--- src/rtl/regfile_access_ctrl_pkg.sv ---
// Shared types and helpers for the register-file access controller: index widths,
// vector shapes, controller states and the debug lane-mask helper.
package regfile_access_ctrl_pkg;

    localparam int THREADS_PER_CORE = 4;
    localparam int NUM_REGISTERS    = 32;
    localparam int NUM_VECTOR_LANES = 16;

    localparam int THREAD_IDX_W = $clog2(THREADS_PER_CORE);
    localparam int REG_IDX_W    = $clog2(NUM_REGISTERS);
    localparam int LANE_IDX_W   = $clog2(NUM_VECTOR_LANES);

    typedef logic [THREAD_IDX_W-1:0]           local_thread_idx_t;
    typedef logic [REG_IDX_W-1:0]              register_idx_t;
    typedef logic [NUM_VECTOR_LANES-1:0]       vector_mask_t;
    typedef logic [NUM_VECTOR_LANES-1:0][31:0] vector_t;

    typedef enum logic [2:0] {
        CLEAR_S,
        CLEAR_V,
        IDLE,
        DBG_WR,
        DRAIN,
        RD,
        RD_CAP
    } regfile_ctrl_state_t;

    // Mask bits are numbered from the opposite end to lane indices.
    function automatic vector_mask_t dbg_lane_mask(input logic [LANE_IDX_W-1:0] lane);
        return vector_mask_t'(1) << (LANE_IDX_W'(NUM_VECTOR_LANES - 1) - lane);
    endfunction

endpackage

--- src/rtl/regfile_access_ctrl.sv ---
// Owns the register-file write port and read port 1 for non-pipeline agents: zero-fills
// every register after reset, then arbitrates debug-host accesses against writeback.
module regfile_access_ctrl
    import regfile_access_ctrl_pkg::*;
#(
    parameter int THREADS        = THREADS_PER_CORE,
    parameter int NUM_REGS       = NUM_REGISTERS,
    parameter bit CLEAR_ON_RESET = 1'b1
) (
    input  logic                                clk,
    input  logic                                reset,

    input  logic                                wb_writeback_en,
    input  logic [THREAD_IDX_W-1:0]             wb_writeback_thread_idx,
    input  logic                                wb_writeback_vector,
    input  logic [NUM_VECTOR_LANES-1:0][31:0]   wb_writeback_value,
    input  logic [NUM_VECTOR_LANES-1:0]         wb_writeback_mask,
    input  logic [REG_IDX_W-1:0]                wb_writeback_reg,

    input  logic                                dbg_req,
    input  logic                                dbg_write,
    input  logic [THREAD_IDX_W-1:0]             dbg_thread_idx,
    input  logic                                dbg_vector,
    input  logic [REG_IDX_W-1:0]                dbg_reg,
    input  logic [LANE_IDX_W-1:0]               dbg_lane,
    input  logic [31:0]                         dbg_write_data,
    output logic                                dbg_ack,
    output logic [31:0]                         dbg_read_data,

    output logic                                rf_write_en,
    output logic [THREAD_IDX_W-1:0]             rf_write_thread_idx,
    output logic                                rf_write_vector,
    output logic [NUM_VECTOR_LANES-1:0][31:0]   rf_write_value,
    output logic [NUM_VECTOR_LANES-1:0]         rf_write_mask,
    output logic [REG_IDX_W-1:0]                rf_write_reg,

    output logic                                rf_read_en,
    output logic [THREAD_IDX_W-1:0]             rf_read_thread_idx,
    output logic                                rf_read_vector,
    output logic [REG_IDX_W-1:0]                rf_read_reg,
    input  logic [NUM_VECTOR_LANES-1:0][31:0]   rf_read_data,

    output logic                                rf_issue_block,
    output logic                                rf_init_done
);

    localparam int                  CNT_W       = $clog2(THREADS * NUM_REGS);
    localparam logic [CNT_W-1:0]    LAST_ADDR   = CNT_W'(THREADS * NUM_REGS - 1);
    localparam regfile_ctrl_state_t RESET_STATE = CLEAR_ON_RESET ? CLEAR_S : IDLE;

    regfile_ctrl_state_t state_q, state_d;
    logic [CNT_W-1:0]    clr_cnt_q, clr_cnt_d;
    logic                dbg_ack_q, dbg_ack_d;
    logic [31:0]         dbg_read_data_q, dbg_read_data_d;
    logic                issue_block_q, issue_block_d;
    logic                init_done_q, init_done_d;

    logic [THREAD_IDX_W-1:0] clr_thread;
    logic [REG_IDX_W-1:0]    clr_reg;

    // Clear address is {thread, reg} taken straight from the counter.
    assign clr_thread = THREAD_IDX_W'(clr_cnt_q >> REG_IDX_W);
    assign clr_reg    = clr_cnt_q[REG_IDX_W-1:0];

    always_ff @(posedge clk or posedge reset) begin
        if (reset) begin
            state_q         <= RESET_STATE;
            clr_cnt_q       <= '0;
            dbg_ack_q       <= 1'b0;
            dbg_read_data_q <= '0;
            issue_block_q   <= CLEAR_ON_RESET;
            init_done_q     <= !CLEAR_ON_RESET;
        end else begin
            state_q         <= state_d;
            clr_cnt_q       <= clr_cnt_d;
            dbg_ack_q       <= dbg_ack_d;
            dbg_read_data_q <= dbg_read_data_d;
            issue_block_q   <= issue_block_d;
            init_done_q     <= init_done_d;
        end
    end

    always_comb begin
        state_d         = state_q;
        clr_cnt_d       = clr_cnt_q;
        dbg_ack_d       = 1'b0;
        dbg_read_data_d = dbg_read_data_q;
        issue_block_d   = issue_block_q;
        init_done_d     = init_done_q;

        rf_write_en         = wb_writeback_en;
        rf_write_thread_idx = wb_writeback_thread_idx;
        rf_write_vector     = wb_writeback_vector;
        rf_write_value      = wb_writeback_value;
        rf_write_mask       = wb_writeback_mask;
        rf_write_reg        = wb_writeback_reg;

        rf_read_en          = 1'b0;
        rf_read_thread_idx  = dbg_thread_idx;
        rf_read_vector      = dbg_vector;
        rf_read_reg         = dbg_reg;

        dbg_ack             = dbg_ack_q;

        unique case (state_q)
            CLEAR_S, CLEAR_V: begin
                // Writeback cannot occur while issue is blocked, so it is simply overridden.
                rf_write_en         = 1'b1;
                rf_write_thread_idx = clr_thread;
                rf_write_vector     = (state_q == CLEAR_V);
                rf_write_value      = '0;
                rf_write_mask       = '1;
                rf_write_reg        = clr_reg;
                if (clr_cnt_q == LAST_ADDR) begin
                    clr_cnt_d = '0;
                    if (state_q == CLEAR_S) begin
                        state_d = CLEAR_V;
                    end else begin
                        state_d       = IDLE;
                        issue_block_d = 1'b0;
                        init_done_d   = 1'b1;
                    end
                end else begin
                    clr_cnt_d = clr_cnt_q + 1'b1;
                end
            end

            IDLE: begin
                // A registered read ack is still visible this cycle while the host
                // has not yet dropped its request; do not restart on it.
                if (dbg_req && !dbg_ack_q) begin
                    if (dbg_write) begin
                        state_d = DBG_WR;
                    end else begin
                        state_d       = DRAIN;
                        issue_block_d = 1'b1;
                    end
                end
            end

            DBG_WR: begin
                if (!wb_writeback_en) begin
                    rf_write_en         = 1'b1;
                    rf_write_thread_idx = dbg_thread_idx;
                    rf_write_vector     = dbg_vector;
                    rf_write_value      = {NUM_VECTOR_LANES{dbg_write_data}};
                    rf_write_mask       = dbg_vector ? dbg_lane_mask(dbg_lane) : '1;
                    rf_write_reg        = dbg_reg;
                    dbg_ack             = 1'b1;
                    state_d             = IDLE;
                end
            end

            DRAIN: begin
                state_d = RD;
            end

            RD: begin
                rf_read_en = 1'b1;
                state_d    = RD_CAP;
            end

            RD_CAP: begin
                dbg_read_data_d = dbg_vector ? rf_read_data[dbg_lane] : rf_read_data[0];
                dbg_ack_d       = 1'b1;
                issue_block_d   = 1'b0;
                state_d         = IDLE;
            end

            default: begin
                state_d = RESET_STATE;
            end
        endcase
    end

    assign dbg_read_data  = dbg_read_data_q;
    assign rf_issue_block = issue_block_q;
    assign rf_init_done   = init_done_q;

endmodule
--- config.mk ---
export PLATFORM = sky130hd
export DESIGN_NAME = regfile_access_ctrl
export DESIGN_NICKNAME = d
export VERILOG_FILES = /design/src/rtl/regfile_access_ctrl_pkg.sv /design/src/rtl/regfile_access_ctrl.sv
export SDC_FILE = /design/constraint.sdc
export NUM_CORES = 1
export LEC_CHECK = 0
export ABC_AREA = 1
export CORE_AREA = 3 3 661 663
export CTS_BUF_LIST = sky130_fd_sc_hd__clkbuf_16
export DETAILED_ROUTE_END_ITERATION = 7
export DIE_AREA = 0 0 664 666
export PLACE_DENSITY = 0.3
export SLEW_MARGIN = 20
export SYNTH_ARGS = -nofsm -noshare
export SYNTH_HDL_FRONTEND = slang
export SYNTH_SLANG_ARGS = --single-unit
--- constraint.sdc ---
create_clock -name clk -period 3.5 [get_ports clk]
set_input_delay 0.875 -clock clk [delete_from_list [all_inputs] [get_ports clk]]
set_output_delay 0.875 -clock clk [all_outputs]
set_load 0.005 [all_outputs]
# After elaboration in Yosys (flattened, before gate mapping)

Index checks and enable logic that the tools add are counted.
W data, S select, Z words.

Flip-flop bits (word level): 45
Bits in latches: 0
Bits in writable memories: 0
Memory bits (read-only): 0
Input bits: 1097
Output and inout port bits: 581
Logic and storage cells: 63
Memories kept: 0

Add/sub/neg operators: 2
$mul: 0
Divide/modulo/power cells: 0
Magnitude comparators: 1
Equal/unequal tests: 12
Shifts and indexed selects: 1
Multiplexer cells: 31
Bitwise logic cells: 1
Reductions and logical operators: 9

Operator list:

| cell                   | number |
|---|---|
| $pmux W512 S2          | 1 |
| $mux W512              | 1 |
| $bmux W32 S4           | 1 |
| $mux W32               | 2 |
| $mux W16               | 2 |
| $pmux W16 S2           | 1 |
| $pmux W3 S6            | 1 |
| $shl A1 B4 Y16 const A | 1 |
| $mux W3                | 4 |
| $mux W1                | 10 |
| $ne A2 B2 Y1 const B   | 5 |
| $pmux W5 S2            | 1 |
| $eq A3 B3 Y1 const B   | 3 |
| $add A7 B1 Y7 const B  | 1 |
| $eq A7 B7 Y1 const B   | 1 |
| $mux W7                | 1 |
| $eq A3 B2 Y1 const B   | 2 |
| $reduce_and A3 Y1      | 2 |
| $lt A4 B5 Y1 const B   | 1 |
| $mux W5                | 1 |
| $reduce_and A5 Y1      | 1 |
| $mux W2                | 2 |
| $pmux W2 S2            | 1 |
| $sub A4 B4 Y4 const A  | 1 |
| 10 further kinds       | 10 |

# Depth between registers and ports, before layout

Gate-level depths: netlist of the first run.

Depth in word-level cells: 5
Mapped depth: 12
Gate-level depth less buffers: 9

# Least setup slack after synthesis of the first run

Ideal clock, no wire load.

Kind: in2out
Start: input port dbg_lane[0]
End: output port rf_write_mask[10]
Data arrival time: 1800 ps
Data required time: 2625 ps
Path slack: 825 ps
Stages: 9
Path buffers: 3
Cell sequence: buf_4 > inv_2 > buf_6 > nor2_8 > buf_4 > inv_1 > nor3_1 > o22ai_1 > inv_2

Longest elaborated chain between the ends: 5

RTL lines:

| element        | RTL line                      | source |
|---|---|---|
| from (decl)    | regfile_access_ctrl.sv:25     | `input logic [LANE_IDX_W-1:0] dbg_lane,` |
| $sub A4 B4 Y4  | regfile_access_ctrl_pkg.sv:30 | `return vector_mask_t'(1) << (LANE_IDX_W'(NUM_VECTOR_LANES - 1) - lane);` |
| $shl A1 B4 Y16 | regfile_access_ctrl_pkg.sv:30 |  |
| $mux W16       | regfile_access_ctrl.sv:147    | `rf_write_mask = dbg_vector ? dbg_lane_mask(dbg_lane) : '1;` |
| $mux W16       | regfile_access_ctrl.sv:142    | `if (!wb_writeback_en) begin` |
| $pmux W16 S2   | regfile_access_ctrl.sv:105    | `unique case (state_q)` |
| to (decl)      | regfile_access_ctrl.sv:34     | `output logic [NUM_VECTOR_LANES-1:0] rf_write_mask,` |

No other way between the ends.

==> flow_summary.ini, run 1 <==
[timing]
layout_setup_ws_ns = -0.0119
finalCriticalPeriod_ns = 3.51
max-slew-margin-rel_pct = 44.5
drv_slew = 0
finalCritPeriodShare_pct = 100
fin_skew_ns = 0.0316
hold_viol = 0
max_freq_mhz = 285
rsz0062_at_grt = yes
setup_viol = 2
tightestPinTransition_ns = 0.832

[route]
vias = 27300
drc = 0
drtAntennaViolNets = 0
drt_iter0_drc = 1842
avgViaCountPerCell = 2.63
finalWirelength_um = 348000
post_drt_wl_per_cell_um = 33.4
first_pass_iters = 5

[synth]
synth-edff-count = 0
synth.most_common_cell = nand2_1
synth_top_area_share_pct = 61.8
synthFlopType = dfrtp_1
synthTopCellsByArea = nand2_1, nand3_1, dfrtp_1
synthTopCellsByCount = nand2_1, nand3_1, buf_2, buf_4, inv_1
ys_warn_count = 0
syn_inst = 2849
yosys.area_share.simple_pct = 74.6
syn_area_sq_um = 12800
synth_largest_area_cell = nand2_1
synth_top_family_by_area = simple AND/OR/NAND/NOR gates
ys_seq_area_share_pct = 8.82
synth-compound-area-share_pct = 3.59
syn_area_per_cell_sq_um = 4.49
synthArstFlopShare_pct = 100
ys_types = 29
syn_nets = 3947
ys_ff_latch = 45
synthXorXnorAreaFrac_pct = 0.206
synthMuxAreaShare_pct = 0
synthAdderAreaFrac_pct = 0.0979

[critical_path]
path_buf_inv = 5
arrival_ns = 2.64
criticalPathCategory = reg -> out
crit_path_end_kind = primary output
cp.required_ns = 2.62
crit_family = buffers and inverters
startpoint_type = flop
slowest_stage = clkdlybuf4s50_1
path_cells = nand2_2, nor2_4, inv_2, nand2_8, nand2_8, buf_6, buf_12, buf_16, nand2_1, nand2_2, clkdlybuf4s50_1
slowest_delay_ns = 0.47
cp_max_fo = 21

[clock_tree]
cts_root_buf = clkbuf_16
cts-htree-levels = 2
clock_latency_ns = 0.36
cts_tree = done
clkTransAtPathRegs_ns = 0.10
cts_buffer_depth = 2
cts_buffers = 5
clkSinkCount = 45

[global_routing]
grt_pass1_wl_um = 406000
gr-total-overflow = 0
grtUsageTotal_pct = 14.9
antenna_found_initial = 285
grt_max_degree = 67
grt_pass1_vias = 26900

[power_and_ir_drop]
p_per_area_nw_per_um2 = 90.8
p_leak_uw = 0.0205
max-vdd-ir-drop_v = 0.000242
finalPower_uw = 3750

[floorplanning]
die_w_um = 664
die-height_um = 666
start_util_pct = 2.97
fp-row-count = 241
core-area_sq_um = 431000
die_area_sq_um = 442000
io_pins = 1678

[place]
gp_congestion = 1.02
port_buffers = 1677
dp_hpwl_um = 317000
postPlaceCellArea_sq_um = 39400
numPlacedInstances = 10300

[finish]
area_delta_synth_final_pct = 223
drive_gt1_share_pct = 14.3
final_area_sq_um = 41200
final_cells = 10400
fin_nets = 5712

[min_path]
hp-class = reg -> reg

[status]
outcome = finished, violations left
violations = negative setup slack

[run]
drv_cap = 0
==> state kept, by name (all words and copies together), names as in the netlist <==
name            cells
state_q             3
rf_issue_block      1
dbg_read_data      32
rf_init_done        1
clr_cnt_q           7
dbg_ack_q           1
==> metrics by stage <==
stage	hold WS, ns	worst slack, ns	utilization (%)	setup TNS, ns
floorplan	0.451	0.825	-	0
global placement	0.468	-1.17	9.15	-209.34
detailed placement	0.457	-1.16	9.15	-205.14
CTS	0.485	-0.155	9.35	-8.91
global route	0.513	-0.127	9.55	-2.40
finish	0.475	-0.0119	9.57	-0.0231
==> cells by family (layout without fill, tap and decap cells) <==
kind of cell / after synthesis / after routing
AND/OR/NAND/NOR: 2431 / 2434
buffers and inverters: 284 / 2047
AO/OA/AOI/OAI: 85 / 85
flip-flops: 45 / 45
XOR/XNOR: 3 / 3
adder cells (fa/ha/maj): 1 / 1
other: 0 / 83
==> area by class of cell <==
cell class                 count  area (sq um)
timing repair buffer        1976         21800
clock buffer                   5           125
fill                       50900        390000
clock inverter                 3          25.0
sequential                    45          1130
multi-input combinational   2523         10500
tap                         5710          7140
antenna                       83           208
inverter                      63           285
==> layer usage <==
layer  share of wire [%]  GRT usage, %  up-vias  wire length (um)
met5                0.14             0        -               473
met2                  56          30.5     1522            196000
met4                 3.4          3.96       70             11700
met3                 5.3          2.91      503             18300
met1                  35          15.0    12900            121000
li1                    -             -    12300                 -
==> worst register-to-register path: cells and delay by family, from the launching register on <==
family / cells / cell delay (ns)
buffers and inverters: 4 / 1.26
and+or+nand+nor: 4 / 0.35
AOI/OAI and AO/OA: 1 / 0.06
DFF: 1 / 0.42
==> placed cells by master, fill, tap and decap left out, types with 2 or more instances in the layout <==
cell type,count
dfrtp_1,44
inv_1,46
inv_4,2
o211ai_1,6
inv_2,9
clkdlybuf4s50_1,1228
clkbuf_16,7
o22ai_4,2
dlymetal6s2s_1,117
buf_6,22
buf_4,240
nand2_1,2010
dlygate4sd2_1,121
clkinv_2,2
nor3_1,12
o21ai_0,24
nand2_4,20
diode_2,83
buf_12,217
a21oi_1,41
nor2_4,2
inv_6,2
nand2_2,87
nor2_1,48
o22ai_1,10
bufbuf_16,4
xor2_1,3
clkbuf_2,8
nand3_1,243
nor2_2,2
buf_8,4
nand2_8,8
buf_16,10
==> where the power goes <==
| part | internal (uW) | switching (uW) |
|---|---|---|
| clock network | 274 | 368 |
| registers | 520 | 0 |
| logic | 1370 | 1220 |
==> worst paths after layout <==
path,startpoint,to,slack [ns],cells after the start
worst max-delay path,state_q[1]$_DFFE_PP0P_,rf_write_value[60],-0.01,11
worst min-delay path,rf_init_done$_DFFE_PP0P_,rf_init_done$_DFFE_PP0P_,0.48,1
worst max register to register,state_q[1]$_DFFE_PP0P_,dbg_read_data[17]$_DFFE_PP0P_,1.29,9
worst min register to register,rf_init_done$_DFFE_PP0P_,rf_init_done$_DFFE_PP0P_,0.48,1
max in group asynchronous,reset,dbg_read_data[29]$_DFFE_PP0P_,1.87,3
min in group asynchronous,reset,dbg_read_data[16]$_DFFE_PP0P_,0.95,2
==> repair_timing <==
action                     in CTS  in global routing
setup endpoints to repair     535                251
resized for setup             258                216
gates cloned                   10                  3
hold buffers                    0                  0
pin swaps                       3                  4
buffers inserted               16                 16
Power figures use the tool's default switching activity.
==> run 2: changes to the inputs <==
- CTS_BUF_LIST: sky130_fd_sc_hd__clkbuf_16 -> sky130_fd_sc_hd__clkbuf_4 sky130_fd_sc_hd__clkbuf_8
- CTS_CLUSTER_SIZE: unset -> 10
==> flow_summary.ini, run 2 (same netlist as run 1, synthesis figures left out) <==
[status]
outcome = finished, final reports clean

[finish]
largest_reg_flops = 32
drive_gt1_share_pct = 19.5
layout.cells.most_common = nand2_1
fillers = 50900
fin_nets = 5770
multi_input_area_sq_um = 11000
layout_common_cells = nand2_1, clkdlybuf4s50_1, nand3_1, buf_4, buf_12
area_delta_synth_final_pct = 231
seq_area_sq_um = 1130

[route]
drtAntennaViolNets = 0
finalWirelength_um = 350000
first_pass_iters = 5
avgViaCountPerCell = 2.63
post_drt_wl_per_cell_um = 33.4
drc = 0
vias = 27600
drt_iter0_drc = 1987

[floorplanning]
core-area_sq_um = 431000
io_pins = 1678
start_util_pct = 2.97
die-height_um = 666
die_area_sq_um = 442000
die_w_um = 664
fp-row-count = 241

[critical_path]
crit_path_end_kind = primary output
criticalPathCategory = reg -> out
crit-reg2reg-launch = state_q[1]$_DFFE_PP0P_
worst_path_most_repeated_cell = buf_6
worstSetupStartpoint = state_q[2]$_DFFE_PP0P_
startpoint_type = flop
path_cells = nor2_4, buf_12, inv_6, nand2_8, nand2_8, buf_6, buf_6, bufbuf_16, buf_6, nand2_2, nand2_1, dlygate4sd2_1
cp.required_ns = 2.62
arrival_ns = 2.61
slowest_stage = dfrtp_1
slowest_delay_ns = 0.46
cp_max_fo = 7

[global_routing]
grt_pass1_wl_um = 412000
grt_max_degree = 67
antenna_found_initial = 284
grt_pass1_vias = 27400
grtUsageTotal_pct = 15.1
gr-total-overflow = 0

[place]
dp_hpwl_um = 317000
dp_slack_ns = -1.16
port_buffers = 1677
gp_congestion = 1.02

[clock_tree]
clock_latency_ns = 0.41
cts_root_buf = clkbuf_8
clkSinkCount = 45
clkTransAtPathRegs_ns = 0.16
cts_buffer_depth = 2
cts_tree = done
cts_buffers = 5
cts-htree-levels = 2

[min_path]
hp-start = rf_init_done$_DFFE_PP0P_
hp-class = reg -> reg

[timing]
max-slew-margin-rel_pct = 43.3
hold-worst-slack_ns = 0.484
rsz0062_at_grt = yes
finalCritPeriodShare_pct = 99.7
tightestPinTransition_ns = 0.851
drv_slew = 0
finalCriticalPeriod_ns = 3.49
hold_viol = 0
fin_skew_ns = 0.0404
setup_tns_ns = 0
setup_viol = 0
max_freq_mhz = 287
layout_setup_ws_ns = 0.0109

[power_and_ir_drop]
p_per_area_nw_per_um2 = 85.2
max-vdd-ir-drop_v = 0.000197
finalPower_uw = 3610
p_leak_uw = 0.0205

[run]
drv_cap = 0
run 2: changes by cell type in the layout (fill, tap and decap cells not counted), moves of 37 or more:
cell | before | now
nand2_1 | 2010 | 1884
clkdlybuf4s50_1 | 1228 | 1139
nand2_2 | 87 | 176
clkdlybuf4s15_1 | 1 | 59
clkbuf_2 | 8 | 60
buf_6 | 22 | 60
dlymetal6s2s_1 | 117 | 80
run 2: final timing paths:
| path | cells after the start | slack (ns) | to |
|---|---|---|---|
| worst max register to register | 9 | 1.26 | dbg_read_data[14]$_DFFE_PP0P_ |
| max in group asynchronous | 3 | 1.93 | dbg_read_data[29]$_DFFE_PP0P_ |
| min in group asynchronous | 2 | 0.89 | dbg_read_data[19]$_DFFE_PP0P_ |
| worst min-delay path | 1 | 0.48 | rf_init_done$_DFFE_PP0P_ |
| worst max-delay path | 12 | 0.01 | rf_write_value[467] |
| worst min register to register | 1 | 0.48 | rf_init_done$_DFFE_PP0P_ |
run 2: where the power goes:
part	leakage [uW]	internal, uW	switching (uW)
Combinational	0.0200	1370	1230
Sequential	0.000443	520	0
Clock	0.0000453	147	345
run 2: layout make-up:
cell class / count / area share (%)
repair buffers: 2035 / 52.9
multi-input cells: 2521 / 26.1
well taps: 5710 / 16.9
flip-flops and latches: 45 / 2.66
inverters: 63 / 0.709
diodes: 86 / 0.508
clock buffers: 5 / 0.163
clock inverters: 3 / 0.0591
repair inverters: 1 / 0.0266
run 2: layer usage:
layer	track usage [%]	up-vias	share of wire, %	wire (um)
met1	15.1	13100	35	121000
met2	30.7	1464	57	198000
met3	2.93	492	5.4	19000
met5	0	-	0.12	406
li1	-	12400	-	-
met4	4.60	60	3.4	11800
run 2: critical path, delay by kind of cell, from the launching register on:
kind                   cells  cell delay (ns)
DFF                        1             0.46
buffers and inverters      7             1.15
and+or+nand+nor            5             0.56
run 2: timing repair:
| item | CTS | global route |
|---|---|---|
| cloned | 20 | 3 |
| pin swaps | 12 | 9 |
| setup buffers | 64 | 21 |
| resized for setup | 560 | 452 |
| hold buffers | 0 | 0 |
| setup endpoints to repair | 535 | 272 |
run 2: per-stage QoR:
stage                     cells  util, %  area, sq um
after floorplan            2849        -        12800
after global placement    10300     9.15        39400
after detailed placement  10300     9.15        39400
after CTS                 10400     9.58        41300
after global routing      10400     9.81        42300
final                     10500     9.83        42300
